$ cat config.mk
export PLATFORM = sky130hd
export DESIGN_NAME = secure_bank_arbiter
export DESIGN_NICKNAME = d
export VERILOG_FILES = /design/src/rtl/secure_bank_arbiter.sv
export SDC_FILE = /design/constraint.sdc
export NUM_CORES = 1
export LEC_CHECK = 0
export ABC_AREA = 1
export BUFFER_PORTS_ARGS = -buffer_cell sky130_fd_sc_hd__clkbuf_2
export CAP_MARGIN = 10
export CELL_PAD_IN_SITES_DETAIL_PLACEMENT = 1
export CELL_PAD_IN_SITES_GLOBAL_PLACEMENT = 1
export CORE_MARGIN = 1.5
export CORE_UTILIZATION = 35
export CTS_BUF_LIST = sky130_fd_sc_hd__clkbuf_8 sky130_fd_sc_hd__clkbuf_16
export DETAILED_ROUTE_END_ITERATION = 10
export PLACE_DENSITY = 0.82
export SKIP_LAST_GASP = 1
export SYNTH_ARGS = -nofsm -noshare
export SYNTH_HDL_FRONTEND = slang
export SYNTH_SLANG_ARGS = --single-unit
$ cat constraint.sdc
create_clock -name clock -period 1.4 [get_ports clock]
set_clock_uncertainty 0.05 [all_clocks]
set_input_delay 0.21 -clock clock [delete_from_list [all_inputs] [get_ports clock]]
set_output_delay 0.21 -clock clock [all_outputs]
set_load 0.005 [all_outputs]
$ cat src/rtl/secure_bank_arbiter.sv
// secure_bank_arbiter: two-requester round-robin arbiter in front of a
// password-checked, parity-routed pair of storage banks.
// Each request is latched, its password checked, and its nibble written to
// the odd (left) or even (right) bank. Repeated bad passwords cause a lockout.
module secure_bank_arbiter #(
    parameter int DEPTH       = 4,
    parameter int MAX_FAIL    = 3,
    parameter int LOCK_CYCLES = 8
) (
    input  logic                       clock,
    input  logic                       reset,
    input  logic [3:0]                 secret_pass,
    input  logic [1:0]                 req,
    input  logic [7:0]                 pass_data,
    input  logic [7:0]                 din,
    input  logic                       clear_banks,
    output logic [1:0]                 grant,
    output logic [1:0]                 done,
    output logic [1:0]                 reject,
    output logic                       locked,
    output logic                       en_left,
    output logic                       en_right,
    output logic [$clog2(DEPTH)-1:0]   waddr,
    output logic [3:0]                 dout,
    output logic [$clog2(DEPTH):0]     left_count,
    output logic [$clog2(DEPTH):0]     right_count,
    output logic                       left_full,
    output logic                       right_full
);

    localparam int AW = $clog2(DEPTH);
    localparam int CW = AW + 1;
    localparam int FW = $clog2(MAX_FAIL + 1);
    localparam int LW = $clog2(LOCK_CYCLES + 1);

    localparam logic [CW-1:0] DEPTH_C   = CW'(DEPTH);
    localparam logic [FW-1:0] FAIL_LIM  = FW'(MAX_FAIL);
    localparam logic [LW-1:0] LOCK_LAST = LW'(LOCK_CYCLES - 1);

    typedef enum logic [2:0] {
        S_IDLE,
        S_CHECK,
        S_WRITE,
        S_FAIL,
        S_LOCK
    } state_t;

    // transaction state
    state_t        state_q, state_d;
    logic [1:0]    win_q, win_d;        // one-hot owner of the current transaction
    logic [3:0]    pass_q, pass_d;      // latched password
    logic [3:0]    data_q, data_d;      // latched data nibble
    logic          bad_q, bad_d;        // refusal was a password mismatch
    logic          last_b_q, last_b_d;  // last grant went to B
    logic [FW-1:0] fail_q, fail_d;
    logic [LW-1:0] lock_q, lock_d;
    logic [CW-1:0] lcnt_q, lcnt_d;
    logic [CW-1:0] rcnt_q, rcnt_d;

    // registered outputs
    logic [1:0]    grant_q, grant_d;
    logic [1:0]    done_q, done_d;
    logic [1:0]    reject_q, reject_d;
    logic          locked_q, locked_d;
    logic          en_left_q, en_left_d;
    logic          en_right_q, en_right_d;
    logic [AW-1:0] waddr_q, waddr_d;
    logic [3:0]    dout_q, dout_d;

    logic          pick_b;
    logic          tgt_full;
    logic          pass_ok;
    logic          xfer;

    // next-state, bank bookkeeping and next-output decode
    always_comb begin
        state_d  = state_q;
        win_d    = win_q;
        pass_d   = pass_q;
        data_d   = data_q;
        bad_d    = bad_q;
        last_b_d = last_b_q;
        fail_d   = fail_q;
        lock_d   = lock_q;
        lcnt_d   = lcnt_q;
        rcnt_d   = rcnt_q;
        pick_b   = 1'b0;
        tgt_full = data_q[0] ? (lcnt_q == DEPTH_C) : (rcnt_q == DEPTH_C);
        pass_ok  = (pass_q == secret_pass);

        case (state_q)
            S_IDLE: begin
                if (|req) begin
                    // B wins alone, or on a tie when A was served last
                    pick_b   = req[1] & (~req[0] | ~last_b_q);
                    state_d  = S_CHECK;
                    win_d    = pick_b ? 2'b10 : 2'b01;
                    last_b_d = pick_b;
                    pass_d   = pick_b ? pass_data[7:4] : pass_data[3:0];
                    data_d   = pick_b ? din[7:4] : din[3:0];
                end
            end
            S_CHECK: begin
                bad_d   = ~pass_ok;
                state_d = (pass_ok && !tgt_full) ? S_WRITE : S_FAIL;
            end
            S_WRITE: begin
                state_d = S_IDLE;
                fail_d  = '0;
                if (data_q[0]) begin
                    if (lcnt_q != DEPTH_C) lcnt_d = lcnt_q + 1'b1;
                end else begin
                    if (rcnt_q != DEPTH_C) rcnt_d = rcnt_q + 1'b1;
                end
            end
            S_FAIL: begin
                state_d = S_IDLE;
                // a full-bank refusal does not count toward lockout
                if (bad_q) begin
                    fail_d = fail_q + 1'b1;
                    if (fail_d == FAIL_LIM) begin
                        state_d = S_LOCK;
                        lock_d  = '0;
                    end
                end
            end
            S_LOCK: begin
                if (lock_q == LOCK_LAST) begin
                    state_d = S_IDLE;
                    fail_d  = '0;
                end else begin
                    lock_d = lock_q + 1'b1;
                end
            end
            default: state_d = S_IDLE;
        endcase

        // a clear coinciding with a write leaves just that write in its bank
        if (clear_banks) begin
            lcnt_d = '0;
            rcnt_d = '0;
            if (state_q == S_WRITE) begin
                if (data_q[0]) lcnt_d = CW'(1);
                else           rcnt_d = CW'(1);
            end
        end

        xfer       = (state_d == S_CHECK) || (state_d == S_WRITE) || (state_d == S_FAIL);
        grant_d    = xfer ? win_d : 2'b00;
        done_d     = (state_d == S_WRITE) ? win_d : 2'b00;
        reject_d   = (state_d == S_FAIL) ? win_d : 2'b00;
        locked_d   = (state_d == S_LOCK);
        en_left_d  = (state_d == S_WRITE) &&  data_d[0];
        en_right_d = (state_d == S_WRITE) && !data_d[0];
        waddr_d    = '0;
        if (state_d == S_WRITE) waddr_d = data_d[0] ? lcnt_d[AW-1:0] : rcnt_d[AW-1:0];
        dout_d     = (state_d == S_WRITE) ? data_d : 4'h0;
    end

    // single register bank for the FSM, its datapath and its outputs
    always_ff @(posedge clock or posedge reset) begin
        if (reset) begin
            state_q    <= S_IDLE;
            win_q      <= 2'b00;
            pass_q     <= 4'h0;
            data_q     <= 4'h0;
            bad_q      <= 1'b0;
            last_b_q   <= 1'b1;
            fail_q     <= '0;
            lock_q     <= '0;
            lcnt_q     <= '0;
            rcnt_q     <= '0;
            grant_q    <= 2'b00;
            done_q     <= 2'b00;
            reject_q   <= 2'b00;
            locked_q   <= 1'b0;
            en_left_q  <= 1'b0;
            en_right_q <= 1'b0;
            waddr_q    <= '0;
            dout_q     <= 4'h0;
        end else begin
            state_q    <= state_d;
            win_q      <= win_d;
            pass_q     <= pass_d;
            data_q     <= data_d;
            bad_q      <= bad_d;
            last_b_q   <= last_b_d;
            fail_q     <= fail_d;
            lock_q     <= lock_d;
            lcnt_q     <= lcnt_d;
            rcnt_q     <= rcnt_d;
            grant_q    <= grant_d;
            done_q     <= done_d;
            reject_q   <= reject_d;
            locked_q   <= locked_d;
            en_left_q  <= en_left_d;
            en_right_q <= en_right_d;
            waddr_q    <= waddr_d;
            dout_q     <= dout_d;
        end
    end

    assign grant       = grant_q;
    assign done        = done_q;
    assign reject      = reject_q;
    assign locked      = locked_q;
    assign en_left     = en_left_q;
    assign en_right    = en_right_q;
    assign waddr       = waddr_q;
    assign dout        = dout_q;
    assign left_count  = lcnt_q;
    assign right_count = rcnt_q;
    assign left_full   = (lcnt_q == DEPTH_C);
    assign right_full  = (rcnt_q == DEPTH_C);

endmodule

; Word level (Yosys, flattened, before mapping)
; Cells that the tools add are included.
; Widths: inputs -> output; s select.
[classes]
add_sub_neg = 4
eq_ne = 20
muxes = 39
bitwise = 5
reduce_logical = 20
[ops]
columns = op, count
row1 = $mux 3, 12
row2 = $mux 4, 8
row3 = $mux 2, 10
row4 = $eq 3x2->1 const B, 4
row5 = $eq 3x3->1 const B, 4
row6 = $pmux 3 s4, 1
row7 = $ne 2x2->1 const B, 5
row8 = $reduce_bool 2->1, 5
row9 = $reduce_and 3->1, 3
row10 = $pmux 4 s2, 1
row11 = $add 3x1->3 const B, 2
row12 = $eq 3x1->1 const B, 2
row13 = $mux 1, 6
row14 = $ne 3x3->1 const B, 2
row15 = $pmux 2 s3, 1
row16 = $add 4x1->4 const B, 1
row17 = $eq 4x3->1 const B, 1
row18 = $eq 4x4->1, 1
row19 = $reduce_and 4->1, 1
row20 = $logic_and 1x1->1, 3
row21 = $logic_not 3->1, 1
row22 = $not 1->1, 3
row23 = $reduce_bool 3->1, 1
row24 = $add 2x1->2 const B, 1
row25 = other kinds (7), 9
[word_totals]
register_bits = 42
out_inout_bits = 23
wordCells = 108

; Longest topological paths before layout
; Gate-level depths: netlist of run 1.
[depth]
ltp_word = 10
mapped_depth = 11
depth_no_buf = 11

; Least setup slack after synthesis of run 1
; OpenSTA, ideal clock, no wires.
[synth_timing]
kind = reg-to-reg
startpoint = register rcnt_q[0] (netlist: right_count[0])
endpoint = register done_q[0] (netlist: done[0])
setup_time_ns = 0.072
arrival_ns = 1.292
required_time_ns = 1.278
setup_slack_ns = -0.014
path_stages_with_launch = 10
cell_sequence = dfrtp_1 > inv_1 > ha_1 > nand3_1 > nand2_1 > nand2_1 > nand2_2 > nor3_4 > inv_2 > nor2_1
[synth_via]
elab_chain_cells = 8
[synth_rtl]
columns = item, line
row1 = from (decl), 58  ; logic [CW-1:0] rcnt_q, rcnt_d;
row2 = from (signal assigned), 191  ; rcnt_q <= rcnt_d;
row3 = $eq 3x3->1, 88  ; tgt_full = data_q[0] ? (lcnt_q == DEPTH_C) : (rcnt_q == DEPTH_C);
row4 = $mux 1, 88
row5 = $logic_not 1->1, 105  ; state_d = (pass_ok && !tgt_full) ? S_WRITE : S_FAIL;
row6 = $logic_and 1x1->1, 105
row7 = $mux 1, 105
row8 = $pmux 3 s4, 91  ; case (state_q)
row9 = $eq 3x2->1, 150  ; done_d = (state_d == S_WRITE) ? win_d : 2'b00;
row10 = $mux 2, 150
row11 = net done_d[0], 62  ; logic [1:0] done_q, done_d;
row12 = to (signal assigned), 193  ; done_q <= done_d;
row13 = to (decl), 62
; The timed path passes the listed nets, and every way through them passes these cells.
; A chain may end at the register's enable or synchronous reset.

; Worst setup path in the final report of run 1
[layout_timing]
startpoint = register state_q[0]
endpoint = register waddr_q[0] (netlist: waddr[0])
[layout_via]
elab_cells_between_ends = 18
[layout_lines]
columns = item, line
row1 = from (decl), 49  ; state_t state_q, state_d;
row2 = from (signal assigned), 182  ; state_q <= state_d;
row3 = $eq 3x3->1 (tied with other cells), 91
row4 = $pmux 3 s4 (*), 91
row5 = net state_d[1], 49
row6 = $eq 3x2->1 (*), 156  ; if (state_d == S_WRITE) waddr_d = data_d[0] ? lcnt_d[AW-1:0] : rcnt_d[AW-1:0];
row7 = $mux 2 (*), 156
row8 = net waddr_d[0], 67  ; logic [AW-1:0] waddr_q, waddr_d;
row9 = to (signal assigned), 198  ; waddr_q <= waddr_d;
row10 = to (decl), 67
; The timed path passes the listed nets; every way through them passes the cells marked *. The select of a mux whose other input is x is not followed.

==> run_results.csv, run 1 <==
group,metric,value,unit
status,outcome,"finished with violations",
status,violations,"negative setup slack",
yosys,synth_flop_cell,"dfrtp_1",
critical_path,critical-path-top-delay-family,"simple AND/OR/NAND/NOR gates",
flow_run,max_cap_viol_count,0,
routing,routedWlPerCell,16.0,microns
floorplanning,start_util,0.367,
floorplanning,die_h,79.2,microns
critical_path,crit_type,"flop to flop",
yosys,synth.largest_area_cell,"dfrtp_1",
global_routing,grt_overflow,0,
critical_path,cp-start-kind,"flop",
sta,fin_setup_tns,-1.57,ns
floorplanning,io_pins,48,
routing,via_count,1949,
sta,slew_viol_final,0,
yosys,yosys_warnings,0,
sta,fmax,0.654,GHz
yosys,synthesis.area,2030,sq um
global_routing,grt_max_degree,42,
pwr,p_leak,1.54,nW
sta,hold_ws,0.118,ns
global_routing,antenna_found_initial,0,
critical_path,path_cells,"inv_2 -> nor3_4 -> buf_6 -> nand2_2 -> nand2_2 -> nor3_4 -> buf_6 -> nand3_2 -> nand2_1",
yosys,ys_types,33,
finish,nNetsFinal,353,
yosys,ys_seq_area_frac,0.505,
sta,setup_viol,27,
critical_path,required,1.59,ns
yosys,synthTopCellsByArea,"dfrtp_1 (49%), nand2_1 (8.9%), inv_1 (6.5%)",
floorplanning,die-area,6280,sq um
clocking,cts_tree,"built",
global_routing,gr-usage-all-layers,0.200,
yosys,synth_nets,265,
critical_path,rrSetupSlack,-0.13,ns
routing,routed_wl,6.29,mm
clocking,cts_root_buffer,"clkbuf_8",
placement,gp_congestion,0.781,
floorplanning,coreArea,5540,sq um
critical_path,path_depth,9,
sta,slew_headroom,0.787,
finish,area_delta_synth_final,45.0,%
sta,min_period,1.53,ns
clocking,numCtsBuffers,5,
finish,layout-drive-gt1-share,0.500,
pwr,power_density,2020,nW/um^2
sta,rsz0062_at_grt,"yes",
hold_path,hold_path.class,"input pin to flop",
clocking,clock-sinks,41,
routing,drtPass1Iterations,4,
critical_path,endpoint,"waddr[0]$_DFF_PP0_",
critical_path,critPathArrivalTime,1.72,ns
placement,hpwl,3.91,mm
critical_path,cpMaxStageDelayCell,"dfrtp_1",
sta,finalCritPeriodShare,1.09,
finish,fin_util,0.532,
sta,worst_slack,-0.130,ns
floorplanning,fp-row-count,27,
yosys,synth_edf_count,0,
critical_path,r2r_start,"state_q[0]$_DFF_PP0_",
routing,drt_iter0_drc,74,
floorplanning,die_x,79.2,microns
routing,viasPerCell,4.95,
critical_path,path_max_fanout,4,
critical_path,ff2ff_path_depth,9,
yosys,synthArstFlopShare,1.00,
clocking,clock_path_buffers,2,
global_routing,grt_pass1_wl,9.60,mm
critical_path,crit_start,"state_q[0]$_DFF_PP0_",
critical_path,r2r-end,"waddr[0]$_DFF_PP0_",
finish,antenna_cells,0,
yosys,ys_ff_latch,41,
hold_path,min_from,"pass_data[5]",
yosys,synth_top_area_frac,0.492,
placement,port_buffers,47,
critical_path,max_stage_delay,0.44,ns
sta,hold_violations,0,
global_routing,grt_pass1_vias,2041,
yosys,synth_area_per_cell,8.69,sq um
finish,fillCellCount,675,
critical_path,cp-end-kind,"flop",
yosys,syn_inst,234,
routing,drc,0,
clocking,clk_pin_slew,0.08,ns
sta,tightestPinTransition,0.316,ns
pwr,ir_drop,0.909,mV
clocking,clk_latency,0.30,ns
critical_path,critPathBufInv,3,
clocking,htree_num_levels,2,
routing,final_antenna_net_count,0,
[cells in the mapped netlist, drive strengths merged (2+ instances only)]
master / count
ha: 6
nand2: 51
dfrtp: 40
o21ai: 16
a21oi: 10
nand3: 23
a22oi: 2
nor3: 4
inv: 42
xor2: 2
or2: 3
nor2: 23
buf: 3
xnor2: 2
a2bb2oi: 2
[metrics by stage]
step / cells / power [mW] / setup slack (ns) / area (sq um)
2_1_floorplan: 234 / 3.20 / 0.0108 / 2040
3_3_place_gp: 372 / 3.99 / -0.115 / 2520
3_5_place_dp: 372 / 4.11 / -0.180 / 2520
4_1_cts: 387 / 5.39 / -0.0788 / 2780
5_1_grt: 394 / 6.37 / -0.190 / 2950
6_report: 394 / 5.95 / -0.130 / 2950
[sequential cells by signal, indices dropped and copies added (netlist names), 2 cells and up]
| name | count |
|---|---|
| left_count | 3 |
| pass_q | 4 |
| state_q | 3 |
| right_count | 3 |
| grant | 2 |
| lock_q | 4 |
| reject | 2 |
| dout | 3 |
| data_q | 4 |
| done | 2 |
| waddr | 2 |
| fail_q | 2 |
| win_q | 2 |
[placed cells by master, fill, tap and decap left out, drive strengths merged]
cell,n
ha,6
bufinv,1
xnor2,2
dfstp,1
buf,35
a21oi,10
dfrtp,40
a22oi,2
clkinv,2
or2,3
o21ai,16
nand4,1
o31ai,1
clkbuf,52
inv,41
nand3,24
o211a,1
nand2,51
xor2,2
dlygate4sd3,1
a2bb2oi,2
o21a,1
nor2,23
nor3,4
[worst min-delay path: cells and delay by family]
kind	cells	cell delay, ns
buffers and inverters	1	0.08
and+or+nand+nor	1	0.07
AOI/OAI and AO/OA	1	0.06
[cell type report]
cell class | count | area [sq um] | share of cell area
clock inverter | 2 | 35.0 | 0.0119
inverter | 42 | 163 | 0.0552
multi-input combinational | 149 | 1020 | 0.345
sequential | 41 | 1030 | 0.350
timing repair buffer | 83 | 543 | 0.184
tap | 72 | 90.1 | 0.0306
clock buffer | 5 | 68.8 | 0.0233
[worst min path at each step]
stage	end	slack, ns	cells after the start
global route	pass_q[1]$_DFFE_PP0P_	0.12	3
global placement	right_count[2]$_DFFE_PP0P_	0.22	3
detailed placement	locked$_DFF_PP0_	0.22	3
finish	pass_q[1]$_DFFE_PP0P_	0.12	3
CTS	pass_q[1]$_DFFE_PP0P_	0.12	3
floorplan	pass_q[0]$_DFFE_PP0P_	0.32	2
[layer usage]
layer	vias to the layer above	global-route usage	wire length [microns]
li1	920	-	-
met1	973	0.225	2460
met2	48	0.379	3550
met3	8	0.0414	207
met4	0	0.0526	78
met5	-	0	0
[timing repair]
item,4_1_cts,5_1_grt
buffers inserted,7,6
pin swaps,11,13
gates cloned,0,1
resized for setup,30,38
endpoints found under the setup margin,27,36
endpoints found under the hold margin,40,0
hold buffers,1,0
[power breakdown]
| group | switching [mW] | total [mW] | internal, mW |
|---|---|---|---|
| Sequential | 0.285 | 1.88 | 1.60 |
| Clock | 0.415 | 0.934 | 0.519 |
| Combinational | 1.77 | 3.14 | 1.36 |
| Total | 2.47 | 5.95 | 3.48 |
[logic make-up (layout without fill, tap and decap cells)]
kind of cell | after synthesis | in the layout | share of synthesized area
AOI/OAI and AO/OA | 33 | 33 | 0.103
adders and majority gates | 6 | 6 | 0.0369
and+or+nand+nor | 105 | 106 | 0.251
buffers and inverters | 45 | 132 | 0.0862
DFF | 41 | 41 | 0.505
xor gates and xnor gates | 4 | 4 | 0.0172
Note: power is estimated with default switching activity, not from simulation.
==> run 2, diff against run 1 <==
--- a/config.mk
+++ b/config.mk
@@ -15,6 +15,7 @@
 export CTS_BUF_LIST = sky130_fd_sc_hd__clkbuf_8 sky130_fd_sc_hd__clkbuf_16
 export DETAILED_ROUTE_END_ITERATION = 10
 export PLACE_DENSITY = 0.82
+export REMOVE_ABC_BUFFERS = 1
 export SKIP_LAST_GASP = 1
 export SYNTH_ARGS = -nofsm -noshare
 export SYNTH_HDL_FRONTEND = slang
==> run 2 against run 1 <==
The run still ends with negative setup slack left. Highest routed layer unchanged. Worst hold slack got worse by 0.014 ns. Critical path type unchanged. Largest cell class is now multi-input gates. Critical path depth rose by 1. Largest power group unchanged. Maximum frequency fell by 1.5%. Sequential share of layout area fell by 0.43 points. Global-route usage fell by 0.85 points. Critical endpoint unchanged. Sequential power barely moved.
==> run_results.csv, run 2 (synthesis gave the netlist of run 1 again) <==
group,metric,value,unit
routing,via_count,1907,
critical_path,path_cells,"inv_2 -> ha_4 -> nand3_2 -> nand2_2 -> nand2_2 -> nand2_2 -> nor3_4 -> buf_6 -> nand3_2 -> nand2_1",
status,outcome,"finished with violations",
finish,reg.largest.list,"data_q x4, lock_q x4, pass_q x4",
finish,mostFrequentLayoutCell,"clkbuf_2",
critical_path,critical-path-top-delay-family,"simple AND/OR/NAND/NOR gates",
routing,drt_iter0_drc,41,
sta,worst_slack,-0.153,ns
global_routing,grt_pass1_vias,2070,
critical_path,cp-start-kind,"flop",
sta,tightestPinTransition,0.373,ns
clocking,clk_pin_slew,0.08,ns
sta,hold_ws,0.104,ns
clocking,clock_path_buffers,2,
sta,setup_viol,19,
finish,layout-drive-gt1-share,0.494,
critical_path,crit_path_frequent_cell,"nand2_2",
routing,routed_wl,5.79,mm
critical_path,cpMaxStageDelayCell,"dfrtp_1",
pwr,internal-power,3.30,mW
global_routing,grt_pass1_wl,9.27,mm
sta,slew_viol_final,0,
finish,nNetsFinal,355,
status,violations,"negative setup slack",
sta,finalCritPeriodShare,1.11,
global_routing,grt_overflow,0,
pwr,power_density,1920,nW/um^2
pwr,netSwitchingFraction,0.424,
sta,fmax,0.644,GHz
pwr,ir_drop,0.899,mV
floorplanning,io_pins,48,
pwr,p_leak,1.55,nW
floorplanning,die_h,79.2,microns
critical_path,path_max_fanout,4,
clocking,cts_root_buffer,"clkbuf_8",
routing,viasPerCell,4.82,
placement,hpwl,4.00,mm
finish,area_delta_synth_final,47.0,%
placement,port_buffers,47,
clocking,clock-sinks,41,
routing,drc,0,
critical_path,cp-end-kind,"flop",
sta,min_period,1.55,ns
routing,final_antenna_net_count,0,
floorplanning,die-area,6280,sq um
global_routing,antenna_found_initial,0,
floorplanning,coreArea,5540,sq um
critical_path,critPathBufInv,2,
clocking,cts_tree,"built",
global_routing,grt_max_degree,42,
floorplanning,fp-row-count,27,
global_routing,gr-usage-all-layers,0.191,
critical_path,crit_type,"flop to flop",
finish,antenna_cells,0,
flow_run,max_cap_viol_count,0,
placement,place_area,2540,sq um
pwr,pwr-share-comb,0.529,
sta,slew_headroom,0.749,
clocking,clk_latency,0.30,ns
hold_path,hold_path.class,"input pin to flop",
pwr,p_seq_frac,0.330,
routing,routedWlPerCell,14.6,microns
finish,finalInstanceArea,2990,sq um
floorplanning,start_util,0.367,
critical_path,max_stage_delay,0.38,ns
sta,hold_violations,0,
critical_path,critPathArrivalTime,1.74,ns
finish,final_cell_mix,"clkbuf_2 (47), nand2_1 (40), dfrtp_1 (36), buf_4 (34), inv_1 (29)",
pwr,clock_power_share,0.141,
critical_path,required,1.58,ns
routing,drtPass1Iterations,4,
clocking,numCtsBuffers,5,
floorplanning,die_x,79.2,microns
sta,rsz0062_at_grt,"yes",
clocking,htree_num_levels,2,
pwr,p_sw,2.43,mW
placement,gp_congestion,0.787,
-- run 2: area by class of cell --
class / instances / area, sq um
fill: 674 / 2550
multi-input combinational: 149 / 1060
sequential: 41 / 1030
timing repair buffer: 85 / 543
inverter: 42 / 168
tap: 72 / 90.1
clock buffer: 6 / 82.6
clock inverter: 1 / 7.51
-- run 2: path summary, 6_finish.rpt --
path | from | to | slack, ns | cells past startpoint
worst max-delay path | left_count[0]$_DFF_PP0_ | waddr[0]$_DFF_PP0_ | -0.15 | 10
worst min-delay path | pass_data[7] | pass_q[3]$_DFFE_PP0P_ | 0.10 | 3
worst max register to register | left_count[0]$_DFF_PP0_ | waddr[0]$_DFF_PP0_ | -0.15 | 10
worst min register to register | lock_q[1]$_DFFE_PP0P_ | lock_q[1]$_DFFE_PP0P_ | 0.47 | 2
max in group asynchronous | reset | last_b_q$_DFFE_PP1P_ | 0.57 | 4
min in group asynchronous | reset | right_count[2]$_DFFE_PP0P_ | 0.44 | 4
-- run 2: through the flow --
step / setup slack (ns) / power (mW) / TNS [ns] / cells / util
final: -0.153 / 5.73 / -1.71 / 396 / 0.539
after global routing: -0.214 / 6.20 / -3.85 / 396 / 0.539
after CTS: -0.121 / 5.24 / -1.29 / 389 / 0.498
after detailed placement: -0.126 / 4.20 / -1.26 / 375 / 0.459
after global placement: -0.0994 / 4.06 / -0.721 / 375 / 0.459
after floorplan: -0.0173 / 3.18 / -0.116 / 231 / -
-- run 2: worst reg2reg max path: stages (launching register included) --
cell and delay (ns):
dfrtp_1 0.38, inv_2 0.06, ha_4 0.16, nand3_2 0.06, nand2_2 0.09, nand2_2 0.07
nand2_2 0.06, nor3_4 0.25, buf_6 0.17, nand3_2 0.06, nand2_1 0.08
-- run 2: what timing repair did --
action	4_1_cts	5_1_grt
resized for setup	25	47
buffers inserted	6	6
gates cloned	0	1
hold buffers	1	0
endpoints found under the hold margin	40	0
setup endpoints to repair	25	31
pin swaps	14	16
-- run 2: routing by layer --
metal	up-vias	track usage	routed length, microns
li1	918	-	-
met1	946	0.224	2290
met2	38	0.350	3230
met3	5	0.0425	223
met4	0	0.0526	44
met5	-	0	0
-- run 2: power groups by stage --
stage,registers (mW),clock network (mW),logic [mW]
floorplan,1.83,0,1.35
global placement,1.82,0,2.24
detailed placement,1.84,0,2.36
CTS,1.86,0.833,2.55
global route,1.94,0.890,3.37
finish,1.89,0.808,3.03
==> run 3, diff against run 2 <==
--- a/config.mk
+++ b/config.mk
@@ -5,17 +5,17 @@
 export SDC_FILE = /design/constraint.sdc
 export NUM_CORES = 1
 export LEC_CHECK = 0
-export ABC_AREA = 1
 export BUFFER_PORTS_ARGS = -buffer_cell sky130_fd_sc_hd__clkbuf_2
 export CAP_MARGIN = 10
 export CELL_PAD_IN_SITES_DETAIL_PLACEMENT = 1
 export CELL_PAD_IN_SITES_GLOBAL_PLACEMENT = 1
 export CORE_MARGIN = 1.5
-export CORE_UTILIZATION = 35
+export CORE_UTILIZATION = 36
 export CTS_BUF_LIST = sky130_fd_sc_hd__clkbuf_8 sky130_fd_sc_hd__clkbuf_16
 export DETAILED_ROUTE_END_ITERATION = 10
 export PLACE_DENSITY = 0.82
 export REMOVE_ABC_BUFFERS = 1
+export SETUP_SLACK_MARGIN = 0.02
 export SKIP_LAST_GASP = 1
 export SYNTH_ARGS = -nofsm -noshare
 export SYNTH_HDL_FRONTEND = slang
==> run 3 against run 2 <==
The flow still finishes with violations (negative setup slack). Cell area is 5.9% higher. Synthesized cell count decreased by 24%. Global-route usage up 3.6 points. Sequential share of layout area shrank 2.0 points. Via count down 2.9%. Critical endpoint is now state_q[0]$_DFF_PP0_. Largest cell class unchanged.
==> run_results.csv, run 3 <==
group,metric,value,unit
yosys,yosys_warnings,0,
critical_path,path_max_fanout,3,
global_routing,antenna_found_initial,0,
global_routing,grt_max_degree,32,
floorplanning,die_h,76.1,microns
global_routing,grt_util_met2,0.446,
finish,nNetsFinal,319,
global_routing,gr-usage-all-layers,0.228,
floorplanning,die_x,76.1,microns
yosys,synth_top_family_by_area,"simple AND/OR/NAND/NOR gates",
finish,final_cell_mix,"clkbuf_2 (45), buf_4 (41), dfrtp_1 (37), buf_6 (20), nor2_1 (13)",
placement,port_buffers,47,
finish,area_delta_synth_final,64.5,%
yosys,synth_edf_count,0,
floorplanning,fp-row-count,26,
finish,antenna_cells,0,
yosys,synth_flop_cell,"dfrtp_1",
yosys,synthArstFlopShare,1.00,
placement,dp_cells,328,
flow_run,max_cap_viol_count,0,
clocking,clk_latency,0.31,ns
sta,slew_headroom,0.732,
clocking,numCtsBuffers,5,
sta,finalCritPeriodShare,1.29,
routing,drc,0,
critical_path,crit_type,"flop to flop",
critical_path,rrSetupSlack,-0.40,ns
status,violations,"negative setup slack",
placement,place_worst_setup_slack,-0.204,ns
yosys,synthXorXnorAreaFrac,0.0273,
critical_path,required,1.54,ns
clocking,cts_root_buffer,"clkbuf_8",
placement,hpwl,3.67,mm
sta,min_period,1.80,ns
sta,hold_ws,0.174,ns
critical_path,cp-end-kind,"flop",
yosys,synthesis.area,1920,sq um
global_routing,use_met1,0.240,
critical_path,critPathArrivalTime,1.94,ns
yosys,synthTopCellsByArea,"dfrtp_1 (52%), mux2i_1 (5.7%), nor2_1 (5.1%)",
finish,layout-drive-gt1-share,0.640,
clocking,clk_pin_slew,0.09,ns
clocking,cts_tree,"built",
sta,hold_violations,0,
finish,fin_cells,359,
finish,reg.largest.list,"data_q x4, lock_q x4, pass_q x4",
critical_path,path_cells,"xor2_1 -> nor4_2 -> buf_4 -> buf_6 -> o211ai_1 -> nand2_2 -> nand2b_1",
routing,routed_wl,7.53,mm
finish,mostFrequentLayoutCell,"clkbuf_2",
pwr,p_leak,1.51,nW
clocking,clock-sinks,41,
routing,drtPass1Iterations,4,
critical_path,ff2ff_path_depth,7,
sta,fin_setup_tns,-6.28,ns
finish,fin_util,0.615,
global_routing,grt_most_used_layer,"met2",
yosys,ys_seq_area_frac,0.534,
routing,routedWlPerCell,21.0,microns
global_routing,grt_overflow,0,
status,outcome,"finished with violations",
clocking,clock_path_buffers,2,
yosys,synth.most_common_cell,"dfrtp_1",
sta,fmax,0.554,GHz
routing,drt_iter0_drc,71,
critical_path,r2r-end,"state_q[0]$_DFF_PP0_",
routing,final_antenna_net_count,0,
floorplanning,start_util,0.374,
sta,rsz0062_at_grt,"yes",
yosys,synth-simple-area-share,0.174,
sta,worst_slack,-0.404,ns
yosys,synth_top_area_frac,0.520,
yosys,syn_inst,177,
placement,gp_congestion,0.763,
sta,setup_viol,38,
critical_path,max_stage_delay,0.42,ns
floorplanning,io_pins,48,
yosys,synth_adder_area_share,0.0390,
critical_path,cpMaxStageDelayCell,"dfrtp_1",
global_routing,use_met3,0.0491,
yosys,muxShareOfSynthArea,0.0631,
routing,via_count,1851,
global_routing,grt_pass1_wl,10.2,mm
pwr,power_density,1880,nW/um^2
pwr,ir_drop,1.02,mV
hold_path,hold_path.class,"input pin to flop",
routing,viasPerCell,5.16,
floorplanning,die-area,5790,sq um
yosys,ys_types,40,
sta,slew_viol_final,0,
yosys,synth_common_cells,"dfrtp_1 (40), nor2_1 (26), inv_1 (14)",
global_routing,grt_pass1_vias,2068,
yosys,synth-compound-area-share,0.118,
hold_path,whs_endpoint,"pass_q[3]$_DFFE_PP0P_",
critical_path,r2r_start,"pass_q[0]$_DFFE_PP0P_",
sta,tightestPinTransition,0.402,ns
critical_path,cp-start-kind,"flop",
yosys,synth.largest_area_cell,"dfrtp_1",
yosys,ys_ff_latch,41,
yosys,synth_area_per_cell,10.9,sq um
hold_path,min_from,"pass_data[7]",
clocking,htree_num_levels,2,
hold_path,hold_path_depth,3,
floorplanning,coreArea,5140,sq um
## run 3: changes by cell type after synthesis, sizes merged, moves of 4 or more
cell	delta
nand2	-41
nor2b	+4
xor2	+4
o21ai	-9
mux2i	+11
nand3	-21
inv	-28
nor2	+4
## run 3: per-stage QoR
step | power (mW) | area (sq um)
6_report | 5.96 | 3160
5_1_grt | 6.25 | 3160
4_1_cts | 4.95 | 2870
3_5_place_dp | 3.64 | 2510
3_3_place_gp | 3.52 | 2510
2_1_floorplan | 2.69 | 1890
## run 3: worst max path at each step
stage,from,end,slack [ns],cells after the start
after floorplan,last_b_q$_DFFE_PP1P_,waddr[0]$_DFF_PP0_,-0.62,5
after global routing,pass_q[0]$_DFFE_PP0P_,state_q[0]$_DFF_PP0_,-0.46,7
after detailed placement,state_q[2]$_DFF_PP0_,dout[1]$_DFF_PP0_,-0.20,6
final,pass_q[0]$_DFFE_PP0P_,state_q[0]$_DFF_PP0_,-0.40,7
after global placement,state_q[2]$_DFF_PP0_,dout[1]$_DFF_PP0_,-0.15,6
after CTS,pass_q[0]$_DFFE_PP0P_,dout[3]$_DFF_PP0_,-0.16,6
## run 3: cells by family after synthesis
family	Yosys count
compound gates	32
xor+xnor	6
flops	41
fa+ha+maj	6
buf+inv	19
mux	12
simple gates	61
## run 3: layout make-up
type / instances / area [sq um]
inverters: 14 / 52.6
well taps: 70 / 87.6
flip-flops and latches: 41 / 1030
fillers: 573 / 1980
clock buffers: 5 / 68.8
multi-input cells: 117 / 1100
repair buffers: 109 / 798
clock inverters: 3 / 25.0
## run 3: repair_timing
| action | CTS | global route |
|---|---|---|
| hold buffers | 1 | 0 |
| endpoints found under the hold margin | 40 | 0 |
| setup buffers | 11 | 16 |
| setup endpoints to repair | 38 | 40 |
| cloned | 1 | 0 |
| resized for setup | 51 | 66 |
| pin swaps | 18 | 16 |
## run 3: per-layer routing
layer  wire length (microns)  vias up
met1                    2810      941
met4                     281        0
li1                        -      820
met3                     308       27
met2                    4140       63
met5                       0        -
## run 3: worst max-delay path, delay by kind of cell (launching register included)
kind	cells	cell delay, ns
AND/OR/NAND/NOR	3	0.60
flip-flops	1	0.42
buffers and inverters	2	0.30
XOR/XNOR	1	0.18
AO/OA/AOI/OAI	1	0.13
## run 3: power by group
part           internal [mW]  total (mW)  leakage [nW]  switching [mW]
registers               1.52        1.80         0.521           0.278
clock network          0.361       0.847        0.0447           0.486
logic                   1.67        3.31         0.941            1.64
